### src/rtl/ram_arbiter.sv
// ram_arbiter: shares a single-port word RAM between M0 (CPU) and M1 (boot/debug),
// adding byte-strobe writes via read-modify-write.
// Ports: clk, rst_n (sync, active-low);
//        mN_req/we/addr/wdata/wstrb in, mN_gnt/ack/rdata out (N=0,1);
//        ram_addr/read/write/wdata out, ram_rdata in.
// Option: define ARB_ROUND_ROBIN_EN for round-robin on conflicts, else M0 has fixed priority.
module ram_arbiter (
    input  logic        clk,
    input  logic        rst_n,
    input  logic        m0_req,
    input  logic        m0_we,
    input  logic [31:0] m0_addr,
    input  logic [31:0] m0_wdata,
    input  logic [3:0]  m0_wstrb,
    output logic        m0_gnt,
    output logic        m0_ack,
    output logic [31:0] m0_rdata,
    input  logic        m1_req,
    input  logic        m1_we,
    input  logic [31:0] m1_addr,
    input  logic [31:0] m1_wdata,
    input  logic [3:0]  m1_wstrb,
    output logic        m1_gnt,
    output logic        m1_ack,
    output logic [31:0] m1_rdata,
    output logic [31:0] ram_addr,
    output logic        ram_read,
    output logic        ram_write,
    output logic [31:0] ram_wdata,
    input  logic [31:0] ram_rdata
);

    typedef enum logic [1:0] {
        S_IDLE,
        S_ACCESS,
        S_WRITE
    } state_t;

    state_t      state;
    state_t      state_nx;

    logic        lat_we;
    logic [31:0] lat_addr;
    logic [31:0] lat_wdata;
    logic [3:0]  lat_wstrb;
    logic        lat_owner;
    logic [31:0] merge_q;
    logic [31:0] merged;

    logic        sel_m1;
    logic        take;
    logic        partial;
    logic        done;

`ifdef ARB_ROUND_ROBIN_EN
    logic        last_owner;

    // On conflict the master that did not own the last grant wins.
    assign sel_m1 = m1_req & (~m0_req | ~last_owner);
`else
    assign sel_m1 = m1_req & ~m0_req;
`endif

    // Grants only in IDLE and never while reset is held.
    assign take   = (state == S_IDLE) & (m0_req | m1_req) & rst_n;
    assign m0_gnt = take & ~sel_m1;
    assign m1_gnt = take & sel_m1;

    assign partial = lat_we & (lat_wstrb != 4'hF) & (lat_wstrb != 4'h0);

    // Completion: every ACCESS except the partial-write read phase, or WRITE.
    assign done = ((state == S_ACCESS) & ~partial) | (state == S_WRITE);

    always_comb begin
        merged = ram_rdata;
        for (int i = 0; i < 4; i++) begin
            if (lat_wstrb[i]) begin
                merged[8*i +: 8] = lat_wdata[8*i +: 8];
            end
        end
    end

    // State register
    always_ff @(posedge clk) begin
        if (!rst_n) begin
            state <= S_IDLE;
        end else begin
            state <= state_nx;
        end
    end

    // Next-state logic
    always_comb begin
        state_nx = state;
        case (state)
            S_IDLE:   if (take) state_nx = S_ACCESS;
            S_ACCESS: state_nx = partial ? S_WRITE : S_IDLE;
            S_WRITE:  state_nx = S_IDLE;
            default:  state_nx = S_IDLE;
        endcase
    end

    // RAM-side outputs; strobes are gated with rst_n so a reset in
    // ACCESS/WRITE can never commit a half-finished write.
    always_comb begin
        ram_addr  = 32'h0;
        ram_read  = 1'b0;
        ram_write = 1'b0;
        ram_wdata = 32'h0;
        case (state)
            S_ACCESS: begin
                ram_addr = lat_addr;
                if (!lat_we || partial) begin
                    ram_read = rst_n;
                end else if (lat_wstrb == 4'hF) begin
                    ram_write = rst_n;
                    ram_wdata = lat_wdata;
                end
            end
            S_WRITE: begin
                ram_addr  = lat_addr;
                ram_write = rst_n;
                ram_wdata = merge_q;
            end
            default: ;
        endcase
    end

    // Request latches, merge register, acks and read data
    always_ff @(posedge clk) begin
        if (!rst_n) begin
            lat_we     <= 1'b0;
            lat_addr   <= 32'h0;
            lat_wdata  <= 32'h0;
            lat_wstrb  <= 4'h0;
            lat_owner  <= 1'b0;
            merge_q    <= 32'h0;
            m0_ack     <= 1'b0;
            m1_ack     <= 1'b0;
            m0_rdata   <= 32'h0;
            m1_rdata   <= 32'h0;
`ifdef ARB_ROUND_ROBIN_EN
            last_owner <= 1'b1;
`endif
        end else begin
            m0_ack <= done & ~lat_owner;
            m1_ack <= done & lat_owner;
            if (take) begin
                lat_owner <= sel_m1;
`ifdef ARB_ROUND_ROBIN_EN
                last_owner <= sel_m1;
`endif
                if (sel_m1) begin
                    lat_we    <= m1_we;
                    lat_addr  <= m1_addr;
                    lat_wdata <= m1_wdata;
                    lat_wstrb <= m1_wstrb;
                end else begin
                    lat_we    <= m0_we;
                    lat_addr  <= m0_addr;
                    lat_wdata <= m0_wdata;
                    lat_wstrb <= m0_wstrb;
                end
            end
            if (state == S_ACCESS) begin
                if (!lat_we) begin
                    if (lat_owner) begin
                        m1_rdata <= ram_rdata;
                    end else begin
                        m0_rdata <= ram_rdata;
                    end
                end else if (partial) begin
                    merge_q <= merged;
                end
            end
        end
    end

endmodule
### config.mk
export PLATFORM = sky130hd
export DESIGN_NAME = ram_arbiter
export DESIGN_NICKNAME = d
export VERILOG_FILES = /design/src/rtl/ram_arbiter.sv
export SDC_FILE = /design/constraint.sdc
export NUM_CORES = 1
export LEC_CHECK = 0
export BUFFER_PORTS_ARGS = -buffer_cell sky130_fd_sc_hd__buf_2
export CAP_MARGIN = 20
export CORE_ASPECT_RATIO = 1.4
export CORE_MARGIN = 1.5
export CORE_UTILIZATION = 54
export DETAILED_ROUTE_END_ITERATION = 6
export GPL_ROUTABILITY_DRIVEN = 1
export HOLD_SLACK_MARGIN = 0.15
export PLACE_DENSITY = 0.91
export SLEW_MARGIN = 20
export SYNTH_ARGS = -nofsm -noshare
export SYNTH_HDL_FRONTEND = slang
export SYNTH_SLANG_ARGS = --single-unit
### constraint.sdc
create_clock -name clk -period 3.4 [get_ports clk]
set_input_delay 0.68 -clock clk [delete_from_list [all_inputs] [get_ports clk]]
set_output_delay 0.68 -clock clk [all_outputs]
set_load 0.01 [all_outputs]
==> results.py <==
metrics = {
    "yosys": {
        "yosysSeqAreaShare_pct": 40.0,
        "synth.cell_area_sq_mm": 0.00851,
        "syn_nets": 1246,
        "synthCells": 1069,
        "yosys_warnings": 0,
        "synth-seq-cells": 170,
        "ys_types": 35,
        "syn_avg_cell_area_sq_um": 7.96,
    },
    "sta": {
        "hold_viol": 0,
        "worst_slew_pin_slew_ps": 1050,
        "whs_ps": 450,
        "fin_setup_tns_ps": 0,
        "maxSlewHeadroom_pct": 30.0,
        "finalSetupViolations": 0,
        "rsz0062_at_grt": "no",
        "fin_crit_ps": 3060,
        "slew_violations": 0,
        "max_freq_mhz": 327,
        "finClkSkew_ps": 13.6,
        "post-route-period-util_pct": 90.0,
        "fin_ws_ps": 340,
    },
    "clocking": {
        "hold_buffers": 0,
        "tritoncts": "built",
        "cts-resized-gates": 0,
        "post-cts-setup-buffers": 0,
        "cts_sinks": 170,
        "cts_root_buf": "clkbuf_16",
        "path_clk_slew_ps": 70,
        "clock_path_buffers": 2,
        "insertion_delay_ps": 430,
        "htree_num_levels": 4,
        "cts_buffers": 17,
    },
    "cells_and_area": {
        "nNetsFinal": 1493,
        "final_common_cell": "buf_2",
        "synthToLayoutAreaGrowth_pct": 25.1,
        "drive_above_1_share_pct": 30.2,
        "final.fill_count": 1206,
        "final_cell_mix": "buf_2 (306), nand2_1 (265), dfxtp_1 (170), a21oi_1 (137), and2_1 (102)",
        "stdcell_area_sq_mm": 0.0107,
    },
    "min_path": {
        "min_path_type": "reg2reg",
    },
    "drt": {
        "drt_wl_total_um": 24800,
        "vias": 8414,
        "via_per_inst": 5.51,
        "drc_errors": 0,
        "first_pass_iters": 5,
        "drt_iter0_drc": 497,
        "drtAntennaViolNets": 0,
        "detail_route.wl_per_cell_um": 16.2,
    },
    "critical_path": {
        "path_cells": "inv_1 > ha_1 > and2_1 > buf_4 > a32oi_1 > nor2b_1 > buf_2",
        "slowest_stage": "and2_1",
        "critical_path_class": "reg2out",
        "end_kind": "output pin",
        "arrival_ps": 2380,
        "cpPeakStageDelay_ps": 580,
        "critPathMaxFanout": 14,
        "start_kind": "flip-flop",
        "crit_required_ps": 2720,
    },
    "floorplanning": {
        "initial_core_util_pct": 55.0,
        "core_area_sq_mm": 0.0155,
        "fp-row-count": 54,
        "die_y_um": 152,
        "dieArea_sq_mm": 0.0165,
        "die_x_um": 109,
        "pin_count": 308,
    },
    "global_route": {
        "antenna_found_initial": 2,
        "grt.total_usage_pct": 29.1,
        "gr-total-overflow": 0,
        "grt_max_degree": 102,
        "grt_pass1_vias": 7661,
        "grt_pass1_wl_um": 37400,
    },
    "power_and_ir_drop": {
        "cellLeakagePower_nw": 5.07,
        "p_per_area_mw_per_mm2": 467,
        "ir_drop_v": 0.000380,
        "finalPower_w": 0.00498,
    },
    "placed_design": {
        "place_congestion": 0.937,
        "place_area_sq_mm": 0.0100,
        "hpwl_um": 17600,
        "io_buffers": 307,
        "pre_cts_ws_ps": 847,
    },
    "job": {
        "cap_violations": 0,
    },
    "run_status": {
        "status": "complete, no violations",
    },
}
-- cell usage after synthesis (all sizes together) --
cell      n  share of area (%)
mux2i    32                3.8
nor3b     1               0.15
a21oi   137                8.1
dfxtp   170                 40
o22ai     1              0.074
nand3b    1              0.088
buf      23                1.9
or3b      2               0.21
and3b    70                7.2
nand4     1              0.074
o211ai    1               0.15
nand3     1               0.12
o311a     1               0.12
mux2     32                4.2
a31o      1               0.10
a211oi    2               0.24
inv       5               0.22
and3      1              0.074
clkbuf   79                3.5
nand2b    1              0.074
and4      1               0.10
and2    102                7.5
nor2b    32                2.4
nor2      1              0.044
or4       1               0.13
o21ai    69                4.1
a32oi    32                3.3
nand2   265                 12
ha        3               0.44
and4b     1               0.12
-- flip-flops by register name, indices dropped and copies added, names as in the netlist, 2 cells and up --
register and count:
m1_rdata 32, lat_addr 32, m0_rdata 32, lat_wdata 32
merge_q 32, lat_wstrb 4, state 2
-- cell type report --
type	count	area, sq um	area share (%)
timing repair buffer	330	1710	16.1
inverter	5	21.3	0.200
clock buffer	18	429	4.03
multi-input combinational	792	4650	43.7
clock inverter	14	188	1.76
antenna	2	5.00	0.0470
tap	196	245	2.30
sequential	170	3400	31.9
-- where the power goes --
group          switching (W)  total, W  internal [W]
registers          0.0000818   0.00219       0.00211
clock network       0.000863   0.00204       0.00118
logic               0.000416  0.000751      0.000334
-- layer usage --
layer  wire (um)  up-vias  share of wire, %  global-route usage [%]
met3        1720       74               6.9                    6.12
met1        9740     3857                39                    34.4
met2       12400      382                50                    49.2
li1            -     4099                 -                       -
met5          13        -             0.052                       0
met4         919        2               3.7                    14.9
-- worst max-delay path: cells and delay by family, from the launching register on --
kind / cells / cell delay (ps)
AO/OA/AOI/OAI: 1 / 120
AND/OR/NAND/NOR: 2 / 740
flip-flops: 1 / 330
adder cells (fa/ha/maj): 1 / 250
buffers and inverters: 3 / 530
-- stage by stage --
stage	utilization (%)	instances
3_3_place_gp	64.8	1493
4_1_cts	68.8	1525
2_1_floorplan	-	1069
6_report	68.9	1527
3_5_place_dp	64.8	1493
5_1_grt	68.8	1526
-- cells by family (layout without fill, tap and decap cells) --
group,after synthesis,in the layout,synth area share [%]
other,0,2,0
adders and majority gates,3,3,0.441
and+or+nand+nor,481,481,29.9
buffers and inverters,107,367,5.60
AOI/OAI and AO/OA,244,244,16.1
muxes,64,64,8.00
DFF,170,170,40.0
-- path summary, 6_finish.rpt --
check             slack (ps)  cells after the start                      from                         to
setup reg to reg        1270                      7     state[0]$_SDFFE_PN0P_  lat_wdata[6]$_SDFFE_PN0P_
hold / removal           450                      2  lat_addr[6]$_SDFFE_PN0P_   lat_addr[6]$_SDFFE_PN0P_
hold reg to reg          450                      2  lat_addr[6]$_SDFFE_PN0P_   lat_addr[6]$_SDFFE_PN0P_
setup / recovery         340                      7     state[1]$_SDFFE_PN0P_              ram_wdata[17]
(Power assumes the default switching activity.)
